`config.mk`:
```
export PLATFORM = sky130hd
export DESIGN_NAME = ntr_responder
export DESIGN_NICKNAME = d
export VERILOG_FILES = /design/src/rtl/ntr_responder.sv
export SDC_FILE = /design/constraint.sdc
export NUM_CORES = 1
export LEC_CHECK = 0
export CAP_MARGIN = 20
export CORE_MARGIN = 2
export CORE_UTILIZATION = 57
export CTS_BUF_LIST = sky130_fd_sc_hd__clkbuf_16
export DETAILED_ROUTE_END_ITERATION = 8
export GPL_TIMING_DRIVEN = 0
export PLACE_DENSITY = 0.86
export SLEW_MARGIN = 0
export SYNTH_ARGS = -nofsm -noshare
export SYNTH_HDL_FRONTEND = slang
export SYNTH_SLANG_ARGS = --single-unit
```
`constraint.sdc`:
```
create_clock -name clk -period 6.2 [get_ports clk]
set_clock_uncertainty 0.1 [all_clocks]
set_input_delay 0.93 -clock clk [delete_from_list [all_inputs] [get_ports clk]]
set_output_delay 0.93 -clock clk [all_outputs]
set_load 0.05 [all_outputs]
```
`src/rtl/ntr_responder.sv`:
```
// Cartridge-bus read responder: decodes a captured 8-byte command and streams
// XFER_LEN response bytes, fetching ROM bytes one at a time ahead of each ntr_clk rise.
// Optional chip-ID response to opcode 8'h90 is enabled by defining NTR_RESPONDER_CHIP_ID_EN.
//
// state   | meaning
// IDLE    | bus deselected or waiting for a captured command
// DECODE  | one cycle to classify the opcode and set the base address
// FETCH   | byte read outstanding to the ROM backing store
// HOLD    | current byte on the bus, waiting for the host to clock it
// DONE    | transfer length reached, bus held at 8'hFF until deselect
module ntr_responder #(
  parameter int          XFER_LEN = 512,
  parameter logic [31:0] CHIP_ID  = 32'h00000FC2
) (
  input  logic        clk,
  input  logic        rst_n,
  input  logic        cmd_ready,
  input  logic [63:0] command,
  input  logic        ntr_clk,
  input  logic        ntr_cs1,
  output logic [7:0]  data_out,
  output logic        data_oe,
  output logic        rd_req,
  output logic [31:0] rd_addr,
  input  logic        rd_valid,
  input  logic [7:0]  rd_data,
  output logic        underrun
);

  localparam int            CW   = $clog2(XFER_LEN) + 1;
  localparam logic [CW-1:0] LAST = CW'(XFER_LEN - 1);

  typedef enum logic [2:0] {
    S_IDLE,
    S_DECODE,
    S_FETCH,
    S_HOLD,
    S_DONE
  } state_t;

  state_t        state;
  logic [2:0]    ntr_sync;
  logic          ntr_rise;
  logic [7:0]    op_q;
  logic [31:0]   addr_q;
  logic [31:0]   base;
  logic [CW-1:0] count;
  logic [CW-1:0] count_nxt;
  logic          rom_mode;
  logic [7:0]    const_nxt;
  logic [23:0]   unused_cmd;

  assign unused_cmd = command[23:0];
  assign ntr_rise   = ntr_sync[1] & ~ntr_sync[2];
  assign count_nxt  = count + CW'(1);

`ifdef NTR_RESPONDER_CHIP_ID_EN
  logic chip_mode;

  always_comb begin
    const_nxt = 8'hFF;
    if (chip_mode) const_nxt = CHIP_ID[{count_nxt[1:0], 3'b000} +: 8];
  end
`else
  logic [31:0] unused_chip_id;

  assign unused_chip_id = CHIP_ID;

  always_comb begin
    const_nxt = 8'hFF;
  end
`endif

  always_ff @(posedge clk) begin
    if (!rst_n) begin
      state    <= S_IDLE;
      ntr_sync <= '0;
      op_q     <= '0;
      addr_q   <= '0;
      base     <= '0;
      count    <= '0;
      rom_mode <= 1'b0;
`ifdef NTR_RESPONDER_CHIP_ID_EN
      chip_mode <= 1'b0;
`endif
      data_out <= 8'hFF;
      data_oe  <= 1'b0;
      rd_req   <= 1'b0;
      rd_addr  <= '0;
      underrun <= 1'b0;
    end else begin
      ntr_sync <= {ntr_sync[1:0], ntr_clk};
      rd_req   <= 1'b0;
      // Deselect wins over everything; an outstanding fetch is simply abandoned.
      if (ntr_cs1) begin
        state    <= S_IDLE;
        data_oe  <= 1'b0;
        data_out <= 8'hFF;
      end else begin
        case (state)
          S_IDLE: begin
            if (cmd_ready) begin
              op_q     <= command[63:56];
              addr_q   <= command[55:24];
              count    <= '0;
              underrun <= 1'b0;
              state    <= S_DECODE;
            end
          end
          S_DECODE: begin
            data_oe  <= 1'b1;
            rom_mode <= 1'b0;
`ifdef NTR_RESPONDER_CHIP_ID_EN
            chip_mode <= 1'b0;
`endif
            case (op_q)
              8'h00: begin
                base     <= '0;
                rom_mode <= 1'b1;
                rd_req   <= 1'b1;
                rd_addr  <= '0;
                state    <= S_FETCH;
              end
              8'hB7: begin
                base     <= addr_q;
                rom_mode <= 1'b1;
                rd_req   <= 1'b1;
                rd_addr  <= addr_q;
                state    <= S_FETCH;
              end
`ifdef NTR_RESPONDER_CHIP_ID_EN
              8'h90: begin
                chip_mode <= 1'b1;
                data_out  <= CHIP_ID[7:0];
                state     <= S_HOLD;
              end
`endif
              default: begin
                data_out <= 8'hFF;
                state    <= S_HOLD;
              end
            endcase
          end
          S_FETCH: begin
            if (ntr_rise) underrun <= 1'b1;
            if (rd_valid) begin
              data_out <= rd_data;
              state    <= S_HOLD;
            end
          end
          S_HOLD: begin
            if (ntr_rise) begin
              count <= count_nxt;
              if (count == LAST) begin
                data_out <= 8'hFF;
                state    <= S_DONE;
              end else if (rom_mode) begin
                rd_req  <= 1'b1;
                rd_addr <= base + 32'(count_nxt);
                state   <= S_FETCH;
              end else begin
                data_out <= const_nxt;
              end
            end
          end
          S_DONE: begin
            data_out <= 8'hFF;
          end
          default: state <= S_IDLE;
        endcase
      end
    end
  end

endmodule

```
==> results.cfg <==
[run_status]
status = finished, final reports clean

[yosys]
synth_seq_area_share = 0.405
yosysTopAreaCell = dfxtp_1
synth_flop_cell = dfxtp_1
ys_ff_latch = 132
syn-num-nets = 926
synth_area_leaders = dfxtp_1 (41%), a21oi_1 (8.8%), nand2_1 (8.6%)
synth_top_area_frac = 0.405
synthCells = 836
ys_types = 61
synth-edff-count = 0
ys_warn_count = 0
netlist_top_cells_count = nand2_1 (150), dfxtp_1 (132), a21oi_1 (115), nor2_1 (66), nand3_1 (64)
synth.avg_cell_area_um2 = 7.80
synth_most_common_cell = nand2_1
async_flop_share = 0
syn-cell-area_um2 = 6520

[drt]
vias = 6805
drt_first_pass_iters = 6
drcViolationCount = 0
ant_nets = 0
wl_per_cell_um = 18.0
vias_per_cell = 6.15
drtIter0Drc = 694
routed_wl_um = 20000

[clock_tree]
clk_pin_slew_ns = 0.06
clock_sinks = 132
clock_latency_ns = 0.43
post-cts-setup-buffers = 0
cts_tree = done
cts_resized = 0
clk_path_buf_depth = 2
ctsRootBufferMaster = clkbuf_16
cts_max_level = 4
numCtsBuffers = 17
hold_buffers = 0

[worst_setup_path]
worstSetupStartpointType = flip-flop
cp_max_fo = 7
cp_top_family = simple AND/OR/NAND/NOR gates
slowest_stage = nor4_1
r2r_start = count[0]$_SDFFE_PN0P_
path_buf_inv = 0
required_ns = 6.43
crit_top_cell = ha_1
crit_type = reg2reg
critPathArrivalTime_ns = 3.96
crit_start = count[0]$_SDFFE_PN0P_
cp_cell_sequence = ha_1 -> nand3_4 -> nor2_1 -> nand2_1 -> xnor2_1 -> ha_1 -> a21oi_1 -> o21ai_0 -> nor4_1 -> or4_1 -> nand3_1 -> a31o_2
worst_setup_path_end_kind = flip-flop
max_stage_delay_ns = 0.78

[pwr]
p_leak_nw = 2.90
powerDensity_nw_per_um2 = 261
pwr-share-clk = 0.505
sw_frac_of_total = 0.237
p_switching_mw = 0.512
p_int_mw = 1.65
seqPwrFrac = 0.410
total_power_mw = 2.16
peakVddDrop_v = 0.000211
combPwrFrac = 0.085

[place]
portBuffers = 96
routabilityCongestion = 1.01
hpwl_um = 13900

[timing]
setup_viol_count_final = 0
finalHoldViolCount = 0
fin_crit_sh = 0.602
fin_tns_setup_ns = 0
tightestPinTransition_ns = 1.01
period_minus_slack_ns = 3.73
clock.fmax_ghz = 0.268
rsz0062_at_grt = no
slew_violations = 0
timing.slew.headroom = 0.322

[global_route]
grt_first_pass_wirelength_um = 32400
antenna_found_initial = 0
grt_max_degree = 17
grt_pass1_vias = 6457
grtUsageTotal = 0.329
gr-usage-met3 = 0.0793
grtUsageMet1 = 0.415
grt.overflow.total = 0
busiest_layer = met2
grt.met2_usage = 0.517

[final_layout]
nNetsFinal = 1041
insertedDiodeCount = 0
synthToLayoutAreaGrowth_pct = 27.3
drive_gt1_frac = 0.0695

[floorplanning]
chipHeight_um = 111
dieArea_um2 = 12300
start_util = 0.578
die_width_um = 111
ios = 121
core_area_um2 = 11300
rows = 39

[worst_hold_path]
hold_class = reg2reg
hp-start = ntr_sync[0]$_SDFF_PN0_

[run]
maxCapViolCount = 0
metrics by stage:
stage	setup slack, ns	utilization	hold slack, ns	instance area (um^2)	cells
after floorplan	3.33	-	0.312	6520	836
after detailed placement	2.62	0.679	0.338	7660	1075
after global routing	2.21	0.736	0.353	8300	1107
after global placement	2.70	0.679	0.315	7660	1075
after CTS	2.59	0.736	0.346	8300	1107
final	2.47	0.736	0.341	8300	1107
layout make-up:
cell class                      count  area [um^2]
Buffer                             60          267
Clock buffer                       17          425
Clock inverter                     15          213
Fill cell                         868         2980
Inverter                            6         22.5
Multi-Input combinational cell    638         3590
Sequential cell                   132         2640
Tap cell                          143          179
Timing Repair Buffer               96          961
power groups by stage:
stage / clock network [mW] / logic (mW) / registers (mW)
finish: 1.09 / 0.184 / 0.886
global route: 1.13 / 0.198 / 0.888
CTS: 1.10 / 0.181 / 0.886
detailed placement: 0 / 0.179 / 0.904
global placement: 0 / 0.176 / 0.903
floorplan: 0 / 0.0838 / 0.918
state kept, by name (all words and copies together), names as in the netlist:
signal and count:
data_out 8, state 3, data_oe 1, op_q 8
addr_q 32, base 32, underrun 1, ntr_sync 3
count 10, rd_addr 32, rom_mode 1, rd_req 1
routing by layer:
layer  vias up  part of all wire
met1      3112              0.39
li1       3200                 -
met4         0             0.052
met3        86              0.10
met2       407              0.45
met5         -                 0
worst paths after layout:
kind / to / slack (ns) / cells past startpoint
max: rd_addr[29]$_SDFFE_PN0P_ / 2.47 / 12
min: ntr_sync[1]$_SDFF_PN0_ / 0.34 / 1
max reg2reg: rd_addr[29]$_SDFFE_PN0P_ / 2.47 / 12
min reg2reg: ntr_sync[1]$_SDFF_PN0_ / 0.34 / 1
placed cells by master (no fill, tap or decap), types with 6 or more instances in the layout:
cell | Yosys | routed
nand4_1 | 14 | 14
xor2_1 | 8 | 8
clkdlybuf4s50_1 | 0 | 96
mux2i_1 | 19 | 19
a221oi_1 | 6 | 6
clkbuf_1 | 43 | 43
o21ai_0 | 26 | 26
xnor2_1 | 13 | 13
nor2_1 | 66 | 66
a21o_1 | 9 | 9
a21oi_1 | 115 | 115
inv_1 | 6 | 6
and2_1 | 10 | 10
nor4_1 | 7 | 7
nand2b_1 | 6 | 6
and3_1 | 15 | 15
nand2_1 | 150 | 150
ha_1 | 11 | 11
nor3_1 | 16 | 16
dfxtp_1 | 132 | 132
o211ai_1 | 9 | 9
clkinvlp_4 | 0 | 6
clkbuf_16 | 0 | 17
buf_2 | 12 | 12
a31oi_1 | 9 | 9
nand3b_1 | 6 | 6
nand3_1 | 64 | 64
cell families (layout without fill, tap and decap cells):
family                   after synthesis  in the layout  share of synthesized area
AND/OR/NAND/NOR                      371            371                      0.264
buffers and inverters                 66            194                     0.0443
AO/OA/AOI/OAI                        214            214                      0.202
flip-flops                           132            132                      0.405
multiplexers                          20             20                     0.0309
XOR/XNOR                              21             21                     0.0282
adder cells (fa/ha/maj)               12             12                     0.0242
Power figures use the tool's default switching activity.
